--- config.mk ---
export PLATFORM = sky130hd
export DESIGN_NAME = cd_sector_deframer
export DESIGN_NICKNAME = d
export VERILOG_FILES = /design/src/rtl/cd_sector_deframer.sv
export SDC_FILE = /design/constraint.sdc
export NUM_CORES = 1
export LEC_CHECK = 0
export BUFFER_PORTS_ARGS = -buffer_cell sky130_fd_sc_hd__clkbuf_2
export CAP_MARGIN = 20
export CORE_ASPECT_RATIO = 0.5
export CORE_MARGIN = 2
export CORE_UTILIZATION = 59
export CTS_BUF_LIST = sky130_fd_sc_hd__clkbuf_8 sky130_fd_sc_hd__clkbuf_16
export DETAILED_ROUTE_END_ITERATION = 12
export GPL_TIMING_DRIVEN = 0
export PLACE_DENSITY = 0.81
export SLEW_MARGIN = 20
export SYNTH_ARGS = -nofsm -noshare
export SYNTH_HDL_FRONTEND = slang
export SYNTH_SLANG_ARGS = --single-unit
--- constraint.sdc ---
create_clock -name clk -period 11.2 [get_ports clk]
set_input_delay 1.68 -clock clk [delete_from_list [all_inputs] [get_ports clk]]
set_output_delay 1.68 -clock clk [all_outputs]
set_load 0.05 [all_outputs]
--- src/rtl/cd_sector_deframer.sv ---
// CD-ROM raw sector deframer: writes each sector into one half of a ping-pong buffer
// and extracts sync status, BCD header, subheader and the decoded LBA.
module cd_sector_deframer #(
  parameter int SECTOR_WORDS = 1188
) (
  input  logic        clk,
  input  logic        reset_n,
  input  logic [15:0] cd_data,
  input  logic        cd_data_valid,
  input  logic        sector_delivered,
  input  logic [31:0] expected_lba,
  output logic [11:0] buf_addr,
  output logic [15:0] buf_data,
  output logic        buf_we,
  output logic        sector_done,
  output logic        done_buf,
  output logic [7:0]  hdr_minute,
  output logic [7:0]  hdr_second,
  output logic [7:0]  hdr_frame,
  output logic [7:0]  hdr_mode,
  output logic [31:0] subhdr,
  output logic [31:0] sector_lba,
  output logic [4:0]  status
);

  localparam logic [2:0] ST_IDLE    = 3'd0;
  localparam logic [2:0] ST_SYNC    = 3'd1;
  localparam logic [2:0] ST_HEADER  = 3'd2;
  localparam logic [2:0] ST_SUBHDR  = 3'd3;
  localparam logic [2:0] ST_PAYLOAD = 3'd4;
  localparam logic [2:0] ST_SUBCH   = 3'd5;
  localparam logic [2:0] ST_FULL    = 3'd6;
  localparam logic [2:0] ST_DONE    = 3'd7;
  localparam logic [10:0] FULL_IDX  = 11'(SECTOR_WORDS);

  function automatic logic [7:0] bcd_to_bin(input logic [7:0] b);
    return 8'({4'd0, b[7:4]} * 8'd10 + {4'd0, b[3:0]});
  endfunction

  function automatic logic bcd_bad(input logic [7:0] b);
    return (b[7:4] > 4'd9) || (b[3:0] > 4'd9);
  endfunction

  function automatic logic [15:0] sync_word(input logic [2:0] idx);
    case (idx)
      3'd0:    sync_word = 16'hFF00;
      3'd5:    sync_word = 16'h00FF;
      default: sync_word = 16'hFFFF;
    endcase
  endfunction

  // State that owns the word at a given index
  function automatic logic [2:0] state_for(input logic [10:0] idx);
    if (idx < 11'd6)         return ST_SYNC;
    else if (idx < 11'd8)    return ST_HEADER;
    else if (idx < 11'd10)   return ST_SUBHDR;
    else if (idx < 11'd1176) return ST_PAYLOAD;
    else if (idx < FULL_IDX) return ST_SUBCH;
    else                     return ST_FULL;
  endfunction

  logic [2:0]  state_r;
  logic [10:0] word_index_r;
  logic        buf_sel_r;
  logic [7:0]  min_r, sec_r, frm_r, mode_r;
  logic [31:0] subhdr_r;
  logic        sync_err_r, bcd_err_r, overrun_r;

  logic        accept_s, go_done_s;
  logic [10:0] index_next_s;
  logic [7:0]  min_s, sec_s, frm_s, mode_s;
  logic [31:0] subhdr_s, lba_s;
  logic        sync_err_s, bcd_err_s, overrun_s;

  // Word acceptance, end-of-sector detection and next accumulator values
  always_comb begin
    accept_s     = 1'b0;
    case (state_r)
      ST_IDLE, ST_SYNC, ST_HEADER, ST_SUBHDR, ST_PAYLOAD, ST_SUBCH: accept_s = cd_data_valid;
      default: accept_s = 1'b0;
    endcase
    index_next_s = accept_s ? word_index_r + 11'd1 : word_index_r;
    go_done_s    = sector_delivered && (state_r != ST_DONE) && ((state_r != ST_IDLE) || accept_s);

    min_s = min_r;  sec_s = sec_r;  frm_s = frm_r;  mode_s = mode_r;
    subhdr_s = subhdr_r;  sync_err_s = sync_err_r;  bcd_err_s = bcd_err_r;  overrun_s = overrun_r;
    // Leaving IDLE starts a fresh sector, so accumulators start from zero
    if (state_r == ST_IDLE) begin
      min_s = 8'd0;  sec_s = 8'd0;  frm_s = 8'd0;  mode_s = 8'd0;
      subhdr_s = 32'd0;  sync_err_s = 1'b0;  bcd_err_s = 1'b0;  overrun_s = 1'b0;
    end else begin
      overrun_s = overrun_r | ((state_r == ST_FULL) && cd_data_valid);
    end

    if (accept_s) begin
      case (word_index_r)
        11'd6: begin
          min_s = cd_data[7:0];
          sec_s = cd_data[15:8];
          bcd_err_s = bcd_err_s | bcd_bad(cd_data[7:0]) | bcd_bad(cd_data[15:8]);
        end
        11'd7: begin
          frm_s  = cd_data[7:0];
          mode_s = cd_data[15:8];
          bcd_err_s = bcd_err_s | bcd_bad(cd_data[7:0]);
        end
        11'd8:   subhdr_s[15:0]  = cd_data;
        11'd9:   subhdr_s[31:16] = cd_data;
        default: subhdr_s = subhdr_s;
      endcase
      if ((word_index_r < 11'd6) && (cd_data != sync_word(word_index_r[2:0]))) begin
        sync_err_s = 1'b1;
      end else begin
        sync_err_s = sync_err_s;
      end
    end else begin
      sync_err_s = sync_err_s;
    end

    lba_s = ({24'd0, bcd_to_bin(min_s)} * 32'd60 + {24'd0, bcd_to_bin(sec_s)}) * 32'd75
            + {24'd0, bcd_to_bin(frm_s)} - 32'd150;
  end

  // Sequencing, buffer writes and completion outputs
  always_ff @(posedge clk or negedge reset_n) begin
    if (!reset_n) begin
      state_r <= ST_IDLE;  word_index_r <= 11'd0;  buf_sel_r <= 1'b0;
      min_r <= 8'd0;  sec_r <= 8'd0;  frm_r <= 8'd0;  mode_r <= 8'd0;  subhdr_r <= 32'd0;
      sync_err_r <= 1'b0;  bcd_err_r <= 1'b0;  overrun_r <= 1'b0;
      buf_addr <= 12'd0;  buf_data <= 16'd0;  buf_we <= 1'b0;
      sector_done <= 1'b0;  done_buf <= 1'b0;
      hdr_minute <= 8'd0;  hdr_second <= 8'd0;  hdr_frame <= 8'd0;  hdr_mode <= 8'd0;
      subhdr <= 32'd0;  sector_lba <= 32'd0;  status <= 5'd0;
    end else begin
      buf_we      <= 1'b0;
      sector_done <= 1'b0;
      min_r <= min_s;  sec_r <= sec_s;  frm_r <= frm_s;  mode_r <= mode_s;  subhdr_r <= subhdr_s;
      sync_err_r <= sync_err_s;  bcd_err_r <= bcd_err_s;  overrun_r <= overrun_s;
      word_index_r <= index_next_s;
      if (accept_s) begin
        buf_we   <= 1'b1;
        buf_addr <= {buf_sel_r, word_index_r};
        buf_data <= cd_data;
      end
      if (state_r == ST_DONE) begin
        state_r      <= ST_IDLE;
        word_index_r <= 11'd0;
        buf_sel_r    <= ~buf_sel_r;
      end else if (go_done_s) begin
        state_r     <= ST_DONE;
        sector_done <= 1'b1;
        done_buf    <= buf_sel_r;
        hdr_minute  <= min_s;
        hdr_second  <= sec_s;
        hdr_frame   <= frm_s;
        hdr_mode    <= mode_s;
        subhdr      <= subhdr_s;
        sector_lba  <= lba_s;
        status      <= {overrun_s, (index_next_s < FULL_IDX), bcd_err_s,
                        (lba_s != expected_lba), sync_err_s};
      end else if (accept_s) begin
        state_r <= state_for(index_next_s);
      end else begin
        state_r <= state_r;
      end
    end
  end

endmodule

# Word level (Yosys, flattened, before mapping)
# Cells that the tools add are included.
# word_totals
ff_bits	214
wordCells	117
# op_classes
order_cmp	10
add_sub_neg	7
eq_ne	15
multipliers	5
n_mux	39
n_bitwise	5
reduce_logical	13
# op_table
cell	n
$mux 8	12
$mux 32	2
$mux 16	3
$ne 32x32->1	1
$pmux 16 s2	1
$add 8x4->8	3
$sub 23x8->24 const B	1
$add 22x8->23	1
$eq 11x3->1 const B	2
$eq 11x4->1 const B	2
$lt 11x11->1 const B	2
$lt 11x3->1 const B	2
$lt 11x4->1 const B	2
$mul 15x7->22 const B	1
$mux 11	2
$mul 4x3->7 const B	3
$mux 3	6
$gt 4x4->1 const B	4
$ne 16x16->1	1
$add 14x8->15	1
$eq 3x3->1 const B	5
$mul 8x4->12 const B	1
$add 11x1->11 const B	1
$mux 1	10
13 further kinds	25

# Longest topological paths before layout
# depth
ltp_word	13
mapped_depth	46
depth_no_buf	42

# Worst setup path after synthesis
# Ideal clock, no wire load.
# synth_timing
kind	input-to-reg
from	input port cd_data_valid
to	register status[1]
t_arrival_ps	10937
path_stages	43
n_path_buf	4
setup_ps	125
path_slack_ps	138
cell_sequence	a21bo_4 -> inv_2 -> and4_1 -> buf_6 -> clkbuf_1 -> clkbuf_1 -> nor2_1 -> a21oi_1 -> inv_1 -> ha_1 -> ha_1 -> inv_1 -> fa_1 -> xor2_1 -> inv_1 -> fa_1 -> fa_1 -> inv_1 -> [7 not listed] -> xnor2_1 -> fa_1 -> inv_1 -> ha_1 -> inv_1 -> fa_1 -> inv_1 -> ha_1 -> clkbuf_1 -> nand2_1 -> or2_2 -> a221o_1 -> mux2i_1 -> o31ai_1 -> nor4_1 -> o2111ai_1 -> nor4_1 -> nor2_1
# synth_via
elab_chain_cells	10
elab_cells_between_ends	19
cone_classes	add/sub: 6; mul: 5; eq/ne: 1; mux: 4; reduce/logical: 3
# synth_rtl
item	line_no	source
start, declared	9	input logic cd_data_valid,
$mux 1	78	case (state_r)
$mux 8	95	if (accept_s) begin
net min_s[6]	71	logic [7:0] min_s, sec_s, frm_s, mode_s;
$mul 4x3->7	37	return 8'({4'd0, b[7:4]} * 8'd10 + {4'd0, b[3:0]});
$add 8x4->8	37	
$mul 8x4->12	120	lba_s = ({24'd0, bcd_to_bin(min_s)} * 32'd60 + {24'd0, bcd_to_bin(sec_s)}) * 32'd75
$add 14x8->15	120	
$mul 15x7->22	120	
$add 22x8->23	121	+ {24'd0, bcd_to_bin(frm_s)} - 32'd150;
$sub 23x8->24	121	
$ne 32x32->1	160	(lba_s != expected_lba), sync_err_s};
end signal, assigned	159	status <= {overrun_s, (index_next_s < FULL_IDX), bcd_err_s,
end, declared	23	output logic [4:0] status
# The timed path passes the listed nets, and every way through them passes these cells.
# A chain may end at the register's enable or synchronous reset.

# Worst setup path after layout
# Same ends and word-level chain as after synthesis.

==> flow_metrics.env <==
export IMPL_status="finished clean"
export IMPL_cpMostUsedCell="ha_1"
export IMPL_relSlewSlack=0.410
export IMPL_pre_cts_slack_ns=-1.74
export IMPL_final_nets=1952
export IMPL_ys_types=76
export IMPL_dieWidth_um=221
export IMPL_slowest_delay_ns=0.56
export IMPL_drc=0
export IMPL_grt_max_degree=73
export IMPL_overflow=0
export IMPL_dp_hpwl_um=27200
export IMPL_grt_pass1_vias=11900
export IMPL_yosys_warnings=0
export IMPL_grt_antenna_before_repair=0
export IMPL_cts_tree="yes"
export IMPL_htreeDepth=1
export IMPL_yosys_area_top_type="dfrtp_1"
export IMPL_synth_avg_cell_area_sq_um=9.10
export IMPL_wl_per_cell_um=18.2
export IMPL_cts_made_buffers=20
export IMPL_ant_nets=0
export IMPL_place_congestion=0.882
export IMPL_cts_sinks=206
export IMPL_cts_root_buf="clkbuf_16"
export IMPL_cp_slowest_cell="fa_1"
export IMPL_port_buffers=172
export IMPL_hold_viol=0
export IMPL_via_per_inst=5.84
export IMPL_finalCritPeriodShare=0.986
export IMPL_critPathLaunchType="input pin"
export IMPL_fmax_mhz=90.6
export IMPL_utilization=0.710
export IMPL_first_iter_violations=1115
export IMPL_vias=12000
export IMPL_drive_above_1_share=0.187
export IMPL_cts_hold_buffers=0
export IMPL_path_max_fanout=10
export IMPL_worstMarginPinSlew_ns=0.884
export IMPL_wl_um=37400
export IMPL_die_height_um=112
export IMPL_synth_edff_count=0
export IMPL_dp_cells=2002
export IMPL_crit_path_end_kind="flop"
export IMPL_dr_pass1_iters=5
export IMPL_cp_data_arrival_time_ns=11.43
export IMPL_final_setup_skew_ns=0.0150
export IMPL_netlist_area_sq_um=13800
export IMPL_clk_pin_slew_ns=0.07
export IMPL_syn_nets=1742
export IMPL_ys_seq_elements=206
export IMPL_drv_slew=0
export IMPL_grt_first_pass_wirelength_um=59300
export IMPL_clk_latency_ns=0.51
export IMPL_finalCriticalPeriod_ns=11.04
export IMPL_clock_path_buffers=3
export IMPL_cap_viol_max_count=0
export IMPL_timing_final_ws_setup_ns=0.162
export IMPL_critPathKind="input pin to flop"
export IMPL_rows=39
export IMPL_ys_flop_type="dfrtp_1"
export IMPL_syn_inst=1521
export IMPL_setup_viol_count_final=0
export IMPL_io_pins=184
export IMPL_synth_top_area_frac=0.372
export IMPL_coreArea_sq_um=22900
export IMPL_required_ns=11.59
export IMPL_start_util=0.604
export IMPL_min_path_type="flop to flop"
export IMPL_die_area_sq_um=24800
export IMPL_synth_area_leaders="dfrtp_1 37%, ha_1 9.9%, fa_1 8.5%"
export IMPL_syn_to_final_growth_pct=17.6
export IMPL_async_reset_ff_frac=1.00
export IMPL_antenna_cells=0
export IMPL_grt_total_usage=0.300
export IMPL_final_cells=2049
export IMPL_synth_seq_area_share=0.372
-- worst max-delay path, delay by kind of cell --
family | cells | cell delay [ns]
fa+ha+maj | 11 | 4.00
xor+xnor | 3 | 0.55
simple gates | 11 | 2.28
compound gates | 7 | 1.50
buf+inv | 12 | 1.41
-- cell families (layout without fill, tap and decap cells) --
group                    Yosys count  after routing  synth area share
multiplexers                      28             28            0.0227
AO/OA/AOI/OAI                    259            259             0.116
adder cells (fa/ha/maj)          171            171             0.186
AND/OR/NAND/NOR                  551            551             0.180
flip-flops                       206            206             0.372
buffers and inverters            220            441            0.0630
XOR/XNOR                          86             86            0.0603
-- routing by layer --
metal	global-route usage	wire length, um	vias to the layer above
met4	0.107	1370	0
met1	0.394	15000	5833
met3	0.0412	2560	118
met5	0	0	-
met2	0.512	18500	501
li1	-	-	5509
-- through the flow --
step / cell area (sq um) / setup TNS (ns) / hold WS (ns)
after floorplan: 13800 / 0 / 0.449
after global placement: 15100 / -6.58 / 0.459
after detailed placement: 15200 / -10.49 / 0.465
after CTS: 16000 / 0 / 0.481
after global routing: 16300 / -0.118 / 0.495
final: 16300 / 0 / 0.476
-- timing repair --
action                                 4_1_cts  5_1_grt
pin swaps                                    8       12
buffers inserted                             6        8
setup endpoints to repair                   11        6
endpoints found under the hold margin        0        0
resized for setup                           35       50
-- registers in the layout, summed over array words and instances, names as in the netlist, 11 cells and up --
signal,flops
subhdr_r,32
buf_data,16
subhdr,32
buf_addr,12
sector_lba,24
word_index_r,11
-- cell type report --
| cell class | instances | area (sq um) |
|---|---|---|
| Sequential cell | 206 | 5150 |
| Clock buffer | 24 | 556 |
| Tap cell | 307 | 384 |
| Fill cell | 1700 | 6660 |
| Multi-Input combinational cell | 1095 | 8170 |
| Buffer | 86 | 399 |
| Timing Repair Buffer | 188 | 1030 |
| Clock inverter | 9 | 76.3 |
| Inverter | 134 | 505 |
-- cells in the final DEF (no fill, tap or decap), types with 35 or more instances in the layout --
master	instances
nor2_1	86
nand2_1	288
o21ai_0	83
a31oi_1	35
clkbuf_1	64
ha_1	104
inv_1	134
fa_1	57
a21oi_1	49
dfrtp_1	206
xnor2_1	43
nand3_1	46
clkbuf_2	170
-- cells in the mapped netlist (6+ instances only) --
master,count
nand2_1,289
dfrtp_1,206
inv_1,132
ha_1,110
nor2_1,88
o21ai_0,88
clkbuf_1,68
fa_1,59
a21oi_1,52
xnor2_1,51
nand3_1,48
a31oi_1,36
xor2_1,29
mux2_2,23
nor3_1,23
a21o_1,17
nand4_1,16
nor2b_1,11
o21a_1,11
nor4_1,10
and3_1,9
a211oi_1,8
buf_4,8
nand2b_1,8
or2_2,8
or3_1,8
buf_1,7
o211ai_1,6
-- path summary, 6_finish.rpt --
check                              startpoint              to  slack [ns]  cells after the start
worst min-delay path             buf_addr[11]    buf_addr[11]        0.48                      2
worst max-delay path            cd_data_valid       status[1]        0.16                     44
max in group asynchronous             reset_n       mode_r[0]        9.23                      2
worst min register to register   buf_addr[11]    buf_addr[11]        0.48                      2
min in group asynchronous             reset_n  sector_lba[30]        1.16                      1
worst max register to register     state_r[0]       status[1]        0.71                     40
Power is not shown: default switching activity piles up to over one toggle a cycle in this logic, so the estimate is an artifact.
